$ cat src/rtl/hazard_stall_unit.sv
// Load-use / ID-branch / MULT-DIV hazard detection with HI/LO busy sequencing.
// Optional per-cause stall statistics are compiled in with HAZARD_STALL_CNT_EN.
module hazard_stall_unit #(
    parameter int unsigned MUL_LAT = 4,
    parameter int unsigned DIV_LAT = 32
) (
    input  logic        clk,
    input  logic        rst_n,
    input  logic [4:0]  ID_rs,
    input  logic [4:0]  ID_rt,
    input  logic        ID_UseRs,
    input  logic        ID_UseRt,
    input  logic        ID_Branch,
    input  logic        ID_IsMulDiv,
    input  logic        ID_IsDiv,
    input  logic        ID_ReadHiLo,
    input  logic [4:0]  EX_rd,
    input  logic        EX_RegWrite,
    input  logic        EX_MemRead,
    input  logic [4:0]  MEM_rd,
    input  logic        MEM_MemRead,
    output logic        Stall,
    output logic        IDEX_Bubble,
    output logic        MulDiv_Start,
    output logic        MulDiv_Busy
`ifdef HAZARD_STALL_CNT_EN
    ,
    output logic [31:0] Cnt_LoadUse,
    output logic [31:0] Cnt_Branch,
    output logic [31:0] Cnt_MulDiv
`endif
);

    typedef enum logic {IDLE, BUSY} state_t;

    localparam logic [5:0] MUL_INIT = 6'(MUL_LAT - 1);
    localparam logic [5:0] DIV_INIT = 6'(DIV_LAT - 1);

    state_t     state_q, state_d;
    logic [5:0] cnt_q, cnt_d;

    logic ex_match, mem_match;
    logic load_use, br_haz, md_haz, haz_any;

    // r0 is hard-wired to zero, so it can never carry a dependency.
    function automatic logic reg_match(input logic [4:0] r, input logic [4:0] rs,
                                       input logic [4:0] rt, input logic use_rs,
                                       input logic use_rt);
        return (r != 5'd0) && ((use_rs && rs == r) || (use_rt && rt == r));
    endfunction

    always_comb begin
        ex_match  = reg_match(EX_rd,  ID_rs, ID_rt, ID_UseRs, ID_UseRt);
        mem_match = reg_match(MEM_rd, ID_rs, ID_rt, ID_UseRs, ID_UseRt);
        load_use  = EX_MemRead && ex_match;
        br_haz    = ID_Branch && ((EX_RegWrite && ex_match) || (MEM_MemRead && mem_match));
        md_haz    = MulDiv_Busy && (ID_IsMulDiv || ID_ReadHiLo);
        haz_any   = load_use || br_haz || md_haz;
    end

    // Outputs are forced low while reset is held so nothing leaks into the pipe.
    assign Stall        = rst_n && haz_any;
    assign IDEX_Bubble  = Stall;
    assign MulDiv_Start = rst_n && ID_IsMulDiv && !haz_any;
    assign MulDiv_Busy  = (state_q == BUSY);

    always_comb begin
        state_d = state_q;
        cnt_d   = cnt_q;
        case (state_q)
            IDLE: begin
                if (MulDiv_Start) begin
                    state_d = BUSY;
                    cnt_d   = ID_IsDiv ? DIV_INIT : MUL_INIT;
                end
            end
            BUSY: begin
                if (cnt_q != 6'd0) cnt_d = cnt_q - 6'd1;
                else               state_d = IDLE;
            end
            default: state_d = IDLE;
        endcase
    end

    always_ff @(posedge clk or negedge rst_n) begin
        if (!rst_n) begin
            state_q <= IDLE;
            cnt_q   <= 6'd0;
        end else begin
            state_q <= state_d;
            cnt_q   <= cnt_d;
        end
    end

`ifdef HAZARD_STALL_CNT_EN
    // Exactly one counter per stalled cycle, attributed by priority load-use > branch > mul/div.
    always_ff @(posedge clk or negedge rst_n) begin
        if (!rst_n) begin
            Cnt_LoadUse <= 32'd0;
            Cnt_Branch  <= 32'd0;
            Cnt_MulDiv  <= 32'd0;
        end else begin
            if (load_use && Stall && Cnt_LoadUse != 32'hFFFF_FFFF)
                Cnt_LoadUse <= Cnt_LoadUse + 32'd1;
            if (br_haz && !load_use && Cnt_Branch != 32'hFFFF_FFFF)
                Cnt_Branch <= Cnt_Branch + 32'd1;
            if (md_haz && !load_use && !br_haz && Cnt_MulDiv != 32'hFFFF_FFFF)
                Cnt_MulDiv <= Cnt_MulDiv + 32'd1;
        end
    end
`else
    // Statistics build option off: no counter state.
`endif

endmodule

$ cat config.mk
export PLATFORM = sky130hd
export DESIGN_NAME = hazard_stall_unit
export DESIGN_NICKNAME = d
export VERILOG_FILES = /design/src/rtl/hazard_stall_unit.sv
export SDC_FILE = /design/constraint.sdc
export NUM_CORES = 1
export LEC_CHECK = 0
export CORE_UTILIZATION = 25
export DETAILED_ROUTE_END_ITERATION = 12
export HOLD_SLACK_MARGIN = 0.05
export SETUP_SLACK_MARGIN = 0.3
export SYNTH_ARGS = -nofsm -noshare
export SYNTH_HDL_FRONTEND = slang
export SYNTH_SLANG_ARGS = --single-unit
$ cat constraint.sdc
create_clock -name clk -period 2 [get_ports clk]
set_input_delay 0.4 -clock clk [delete_from_list [all_inputs] [get_ports clk]]
set_output_delay 0.4 -clock clk [all_outputs]
set_load 0.01 [all_outputs]
==> flow_summary.yaml, run 1 <==
synth:
  ys_seq_elements: 7
  yosysTopAreaCellShare: 0.281
  async_reset_ff_frac: 1.00
  synthCells: 81
  synth_cell_type_count: 28
  yosys_warnings: 0
  synth.net_count: 113
  ys_seq_area_frac: 0.255
  syn-mean-instance-area_um2: 8.46
  syn_area_um2: 686
  yosys.area.top_type: "xnor2_1"
  synthFlopType: "dfrtp_1"
  synth-edff-count: 0
  yosysMostFrequentCell: "xnor2_1"
  synth_area_leaders: "xnor2_1 (28%), dfrtp_1 (26%), inv_1 (3.8%)"
  synth_commonest_cells: "xnor2_1 (22), dfrtp_1 (7), inv_1 (7), nand2_1 (7), nor2_1 (5)"
cts:
  cts-root-buf: "clkbuf_4"
  clock-sinks: 7
  clockBufferDepth: 2
  clk_latency_ns: 0.25
  hold_buffers: 0
  cts_buffers: 3
  cts.clk_slew.worst_paths_ns: 0.05
  cts_tree: "yes"
  htreeDepth: 1
grt:
  grt_start_max_net_pins: 10
  grt-ovfl-total: 0
  grt_pass1_vias: 849
  antenna_found_initial: 0
  grt_pass1_wl_um: 3260
  grt_util_all_layers: 0.154
floorplan:
  die_height_um: 54.4
  num_io_pins: 35
  die_x_um: 54.4
  die-area_mm2: 0.00296
  start_util: 0.269
  row_count: 18
  core_mm2: 0.00254
sta:
  grt_setup_unrepaired: "yes"
  finalHoldViolCount: 0
  finalSetupViolCount: 4
  drv_slew: 0
  clock_skew_ns: 0.000429
  tightest_slew_ns: 0.343
  slew_headroom: 0.770
  fin_crit_ns: 2.09
  setup_ws_ns: -0.0870
  post-route-period-util: 1.04
  fmax_mhz: 479
worst_setup_path:
  ff2ff_setup_slack_ns: 0.11
  critPathRequiredTime_ns: 1.60
  end_kind: "primary output"
  path_class: "primary input to primary output"
  start_kind: "primary input"
  critPathMaxFanout: 3
  cp_data_arrival_time_ns: 1.69
detailed_routing:
  viasPerCell: 4.88
  drt-initial-drc-count: 12
  post_drt_wl_per_cell_um: 13.8
  antenna_left: 0
  wl_um: 2290
  drcViolationCount: 0
  vias: 810
  first_pass_iters: 4
power:
  power_density_mw_per_mm2: 716
  pwr-share-comb: 0.585
  seq_power_share: 0.280
  irDropWorstVdd_mv: 0.587
  p_switching_uw: 355
  p_leak_nw: 0.611
  swShare: 0.375
  p_int_uw: 591
  p_clk_frac: 0.135
placed_design:
  gp_congestion: 0.812
  postPlaceCellArea_mm2: 0.00115
  hpwl_um: 1640
  port_buffers: 34
worst_hold_path:
  hp-class: "primary input to asynchronous set/reset pin"
layout:
  nets: 169
  area_growth_syn_to_layout_pct: 92.7
  fin_area_mm2: 0.00132
  layout-drive-gt1-share: 0.463
  antennaDiodeCount: 0
  fin_util: 0.519
  fillerInstances: 257
outcome:
  violations: "negative setup slack"
  status: "finished, violations left"
run:
  cap_violations: 0
==> state kept, by name, indices dropped and copies added, names as in the netlist <==
signal	count
cnt_q	6
MulDiv_Busy	1
==> worst paths after layout <==
| kind | depth (start not counted) | to | startpoint |
|---|---|---|---|
| min | 2 | MulDiv_Busy | rst_n |
| min reg2reg | 1 | cnt_q[5] | cnt_q[5] |
| max reg2reg | 9 | cnt_q[4] | cnt_q[0] |
| min in group clk | 1 | cnt_q[5] | cnt_q[5] |
| max | 7 | IDEX_Bubble | MEM_rd[2] |
| max in group asynchronous | 2 | cnt_q[1] | rst_n |
==> power groups by stage <==
stage,clock network (mW),logic [mW],registers (mW)
2_1_floorplan,0,0.294,0.257
4_1_cts,0.133,0.527,0.265
3_5_place_dp,0,0.502,0.267
5_1_grt,0.141,0.612,0.272
6_report,0.127,0.554,0.265
3_3_place_gp,0,0.491,0.264
==> metal layers <==
metal	part of all wire	GRT usage
met1	0.37	0.137
met2	0.53	0.339
met3	0.093	0.0167
met4	0.0079	0.0513
met5	0	0
==> cell usage in the layout (no fill, tap or decap), drive strengths merged, types with 3 or more instances in the layout <==
master,synthesis,routed
buf,1,32
xnor2,22,22
dfrtp,7,7
clkdlybuf4s50,0,7
inv,7,7
nand2,7,7
clkbuf,1,7
dlygate4sd2,0,6
nor2,5,5
clkdlybuf4s15,0,5
nand4,4,4
nor3,3,3
a21oi,3,3
==> per-stage QoR <==
step                instances  TNS [ns]  setup WS, ns  hold slack, ns  power [mW]
floorplan                  81         0         0.105           0.104       0.551
global placement          155     -4.70        -0.832           0.538       0.755
detailed placement        155     -4.86        -0.854           0.532       0.769
CTS                       164    -0.550        -0.149           0.491       0.925
global route              166    -0.688        -0.150           0.512        1.02
finish                    166    -0.279       -0.0870           0.497       0.946
==> cells by family after synthesis <==
group | Yosys count | synth area share
mux | 1 | 0.0146
flops | 7 | 0.255
compound gates | 17 | 0.210
buf+inv | 9 | 0.0548
fa+ha+maj | 1 | 0.0182
simple gates | 24 | 0.166
xor+xnor | 22 | 0.281
==> cell type report <==
type | count | area, um^2 | area share
clock buffer | 4 | 26.3 | 0.0199
inverter | 7 | 26.3 | 0.0199
multi-input combinational | 65 | 601 | 0.455
sequential | 7 | 175 | 0.133
tap | 30 | 37.5 | 0.0284
timing repair buffer | 53 | 455 | 0.345
==> worst max-delay path: stages <==
cell,delay (ns)
buf_8,0.10
or3_4,0.39
o311a_4,0.33
a22oi_4,0.15
buf_6,0.13
a21boi_2,0.04
buf_2,0.14
==> timing repair <==
item	4_1_cts	5_1_grt
buffers inserted	5	2
gates resized for setup	92	20
pin swaps	21	17
setup endpoints to repair	11	10
No activity file was read; power rests on OpenSTA's default activity.
==> run 2, diff against run 1 <==
--- a/config.mk
+++ b/config.mk
@@ -5,6 +5,8 @@
 export SDC_FILE = /design/constraint.sdc
 export NUM_CORES = 1
 export LEC_CHECK = 0
+export CAP_MARGIN = 20
+export CORE_MARGIN = 3
 export CORE_UTILIZATION = 25
 export DETAILED_ROUTE_END_ITERATION = 12
 export HOLD_SLACK_MARGIN = 0.05
==> run 2 against run 1 <==
Compared with the run above: largest cell class unchanged; critical path depth is the same; clock skew rose by 0.0053 ns; sequential power is 2% higher; register-to-register slack better by 0.08 ns; the flow still finishes with violations (negative setup slack); count of clock-buffer cells in the layout stayed put; utilization shrank 0.44 points; via count grew 1.9%.
==> flow_summary.yaml, run 2 (synthesis gave the netlist of run 1 again) <==
layout:
  antennaDiodeCount: 0
  fin_util: 0.515
  layout_commonest_cell: "clkbuf_2"
  fillerInstances: 237
  area_growth_syn_to_layout_pct: 91.1
  nets: 170
  largest_reg_flops: 6
  mostFrequentLayoutCells: "clkbuf_2 (16), xnor2_1 (13), buf_6 (11), buf_4 (11), xnor2_2 (9)"
  layout-drive-gt1-share: 0.489
  regMostFlops: "cnt_q"
power:
  total_power_uw: 958
  p_leak_nw: 0.637
  power_density_mw_per_mm2: 732
  irDropWorstVdd_mv: 0.544
floorplan:
  core_mm2: 0.00254
  die_height_um: 58.4
  num_io_pins: 35
  die-area_mm2: 0.00341
  die_x_um: 58.4
  row_count: 18
  start_util: 0.269
sta:
  finalHoldViolCount: 0
  post-route-period-util: 1.04
  fin_crit_ns: 2.09
  drv_slew: 0
  finalSetupViolCount: 4
  fin_tns_setup_ns: -0.234
  tightest_slew_ns: 0.419
  setup_ws_ns: -0.0852
  clock_skew_ns: 0.00568
  slew_headroom: 0.718
  grt_setup_unrepaired: "yes"
  hold_ws_ns: 0.484
  fmax_mhz: 480
worst_setup_path:
  end_kind: "primary output"
  cp_data_arrival_time_ns: 1.69
  path_class: "primary input to primary output"
  critPathRequiredTime_ns: 1.60
  critPathMaxFanout: 2
  ff2ff_setup_slack_ns: 0.19
  r2r_end: "cnt_q[4]"
  reg2reg_from: "cnt_q[0]"
  start_kind: "primary input"
  reg2reg_depth: 8
cts:
  clk_latency_ns: 0.26
  cts.clk_slew.worst_paths_ns: 0.05
  clockBufferDepth: 2
  cts_buffers: 3
  cts-root-buf: "clkbuf_4"
  htreeDepth: 1
  cts_tree: "yes"
  clock-sinks: 7
outcome:
  violations: "negative setup slack"
  status: "finished, violations left"
grt:
  grt_start_max_net_pins: 10
  antenna_found_initial: 0
  grt-ovfl-total: 0
  grt_pass1_wl_um: 3580
  grt_pass1_vias: 861
  grt_util_all_layers: 0.137
placed_design:
  gp_congestion: 0.823
  port_buffers: 34
  hpwl_um: 1840
detailed_routing:
  wl_um: 2440
  vias: 825
  drt-initial-drc-count: 32
  viasPerCell: 4.94
  first_pass_iters: 5
  antenna_left: 0
  post_drt_wl_per_cell_um: 14.6
  drcViolationCount: 0
run:
  cap_violations: 0
worst_hold_path:
  hp-class: "primary input to asynchronous set/reset pin"
run 2: power by group:
part           internal (mW)  switching, mW
Clock                 0.0762         0.0528
Combinational          0.302          0.256
Sequential             0.211         0.0608
run 2: metrics by stage:
step	setup slack, ns	std cells	instance area (um^2)
final	-0.0852	167	1310
after global routing	-0.125	167	1310
after CTS	-0.148	159	1200
after detailed placement	-0.847	153	1130
after global placement	-0.832	153	1130
after floorplan	0.105	81	689
run 2: area by class of cell:
class                      count  area, um^2  area share
tap                           30        37.5      0.0287
multi-input combinational     65         596       0.455
sequential                     7         175       0.134
inverter                       7        26.3      0.0201
clock buffer                   4        26.3      0.0201
timing repair buffer          54         449       0.343
run 2: critical path: stages:
cell and delay, ns:
buf_6 0.09, or3_4 0.37, o311a_4 0.32, a22oi_4 0.17
buf_6 0.13, a21boi_2 0.05, buf_2 0.15
run 2: how the worst max path moves through the flow:
stage | start | to | slack (ns) | cells after the start
5_1_grt | MEM_rd[1] | Stall | -0.13 | 7
4_1_cts | MEM_rd[0] | IDEX_Bubble | -0.15 | 7
3_3_place_gp | MEM_rd[0] | MulDiv_Start | -0.83 | 7
3_5_place_dp | MEM_rd[0] | MulDiv_Start | -0.85 | 7
2_1_floorplan | MEM_rd[0] | Stall | 0.10 | 5
6_report | MEM_rd[1] | IDEX_Bubble | -0.09 | 7
run 2: per-layer routing:
layer	track usage	vias up	wire, um
li1	-	398	-
met1	0.144	378	945
met2	0.260	44	1240
met3	0.0219	5	210
met4	0.0695	0	48
met5	0	-	0
run 2: timing repair:
action                                  CTS  global route
setup buffers                             2             8
hold buffers                              0             0
endpoints found under the setup margin   11             9
gates resized for setup                  58            52
hold endpoints to repair                  0             0
pin swaps                                15            25
==> run 3, diff against run 2 <==
--- a/config.mk
+++ b/config.mk
@@ -9,6 +9,7 @@
 export CORE_MARGIN = 3
 export CORE_UTILIZATION = 25
 export DETAILED_ROUTE_END_ITERATION = 12
+export GPL_ROUTABILITY_DRIVEN = 1
 export HOLD_SLACK_MARGIN = 0.05
 export SETUP_SLACK_MARGIN = 0.3
 export SYNTH_ARGS = -nofsm -noshare
==> constraint.sdc (replaced) <==
create_clock -name clk -period 2 [get_ports clk]
set_input_delay 0.4 -clock clk [delete_from_list [all_inputs] [get_ports clk]]
set_output_delay 0.4 -clock clk [all_outputs]
set_load 0.05 [all_outputs]
==> run 3 against run 2 <==
Compared with the run above: the flow still finishes with violations (negative setup slack); setup slack got worse by 0.064 ns; clock skew increased by 0.00091 ns; cell count unchanged; sequential cell count unchanged; critical path type unchanged; die area unchanged; utilization decreased by 0.84 points; register-to-register slack improved by 0.09 ns; via count decreased by 1.5%; combinational power increased by 25%; non-clock buffer count unchanged.
==> flow_summary.yaml, run 3 (synthesis gave the netlist of run 1 again) <==
floorplan:
  core_mm2: 0.00254
  die_x_um: 58.4
  num_io_pins: 35
  die-area_mm2: 0.00341
  row_count: 18
  start_util: 0.269
  die_height_um: 58.4
layout:
  regArea_um2: 176
  area_growth_syn_to_layout_pct: 88.0
  layout_commonest_cell: "xnor2_1"
  mostFrequentLayoutCells: "xnor2_1 (19), buf_4 (18), clkbuf_2 (15), clkdlybuf4s50_1 (8), buf_6 (7)"
  regMostFlops: "cnt_q"
  largest_reg_flops: 6
  multi_input_area_um2: 579
  fin_area_mm2: 0.00129
  antennaDiodeCount: 0
  fillerInstances: 240
  layout-drive-gt1-share: 0.496
  nets: 170
grt:
  antenna_found_initial: 0
  grt_pass1_vias: 877
  grt-ovfl-total: 0
  grt_util_all_layers: 0.139
  grt_start_max_net_pins: 12
  grt_pass1_wl_um: 3670
placed_design:
  hpwl_um: 1830
  postPlaceCellArea_mm2: 0.00116
  port_buffers: 34
  gp_congestion: 0.985
cts:
  cts_buffers: 3
  clk_latency_ns: 0.26
  clockBufferDepth: 2
  cts-root-buf: "clkbuf_4"
  cts.clk_slew.worst_paths_ns: 0.06
  htreeDepth: 1
  cts_tree: "yes"
  clock-sinks: 7
power:
  p_leak_nw: 0.581
  power_density_mw_per_mm2: 875
  seq_power_share: 0.261
  pwr-share-comb: 0.617
  total_power_mw: 1.13
  irDropWorstVdd_mv: 0.588
  p_switching_uw: 461
  swShare: 0.409
  p_clk_frac: 0.122
  p_int_uw: 667
detailed_routing:
  drt-initial-drc-count: 23
  viasPerCell: 4.87
  first_pass_iters: 4
  drcViolationCount: 0
  post_drt_wl_per_cell_um: 14.0
  wl_um: 2340
  vias: 813
  antenna_left: 0
sta:
  slew_headroom: 0.732
  post-route-period-util: 1.07
  finalSetupViolCount: 3
  setup_ws_ns: -0.149
  finalHoldViolCount: 0
  drv_slew: 0
  fin_crit_ns: 2.15
  fmax_mhz: 465
  grt_setup_unrepaired: "yes"
  clock_skew_ns: 0.00659
  tightest_slew_ns: 0.399
worst_setup_path:
  end_kind: "primary output"
  start_kind: "primary input"
  critPathRequiredTime_ns: 1.60
  path_class: "primary input to primary output"
  endpoint: "MulDiv_Start"
  ff2ff_setup_slack_ns: 0.28
  crit_start: "MEM_rd[0]"
  cp_data_arrival_time_ns: 1.75
  reg2reg_depth: 8
  r2r_end: "cnt_q[4]"
  critPathMaxFanout: 3
  reg2reg_from: "cnt_q[0]"
run:
  cap_violations: 0
outcome:
  violations: "negative setup slack"
  status: "finished, violations left"
worst_hold_path:
  hp-class: "primary input to asynchronous set/reset pin"
==> run 3: how the worst min path moves through the flow <==
stage               cells past startpoint  slack [ns]      from          end
detailed placement                      1        0.53  cnt_q[5]     cnt_q[5]
finish                                  2        0.51     rst_n     cnt_q[0]
global route                            2        0.51     rst_n     cnt_q[0]
CTS                                     2        0.52     rst_n  MulDiv_Busy
global placement                        1        0.52  cnt_q[5]     cnt_q[5]
floorplan                               0        0.10     rst_n  MulDiv_Busy
==> run 3: layout make-up <==
cell class                 instances  share of cell area
clock buffer                       4              0.0204
tap                               30              0.0291
sequential                         7               0.137
inverter                           7              0.0233
timing repair buffer              54               0.341
multi-input combinational         65               0.450
==> run 3: per-stage QoR <==
| stage | hold slack [ns] | util | cells | TNS, ns | setup slack [ns] |
|---|---|---|---|---|---|
| after detailed placement | 0.526 | 0.454 | 154 | -3.86 | -0.483 |
| after CTS | 0.519 | 0.478 | 161 | -0.474 | -0.214 |
| after global placement | 0.523 | 0.454 | 154 | -3.72 | -0.478 |
| after global routing | 0.513 | 0.506 | 167 | -0.387 | -0.191 |
| final | 0.507 | 0.506 | 167 | -0.264 | -0.149 |
| after floorplan | 0.104 | - | 81 | -0.0459 | -0.0383 |
==> run 3: repair_timing <==
item / 4_1_cts / 5_1_grt
pin swaps: 14 / 22
setup endpoints to repair: 10 / 10
resized for setup: 39 / 49
buffers inserted: 3 / 6
hold buffers: 0 / 0
==> run 3: metal layers <==
layer | up-vias | global-route usage | wire length, um
met5 | - | 0 | 0
met4 | 0 | 0.0397 | 30
met3 | 3 | 0.0263 | 234
met2 | 40 | 0.260 | 1200
met1 | 368 | 0.159 | 873
li1 | 402 | - | -
==> run 3: critical path, cell delays in order <==
cell	delay [ns]
buf_6	0.09
or3_4	0.37
o311a_4	0.32
a22oi_4	0.20
nand2_2	0.11
clkinvlp_4	0.11
buf_12	0.13
==> run 3: power groups by stage <==
stage | clock [mW] | sequential [mW] | combinational (mW)
2_1_floorplan | 0 | 0.282 | 0.334
3_3_place_gp | 0 | 0.282 | 0.517
3_5_place_dp | 0 | 0.287 | 0.531
4_1_cts | 0.138 | 0.286 | 0.572
5_1_grt | 0.149 | 0.304 | 0.756
6_report | 0.138 | 0.294 | 0.696
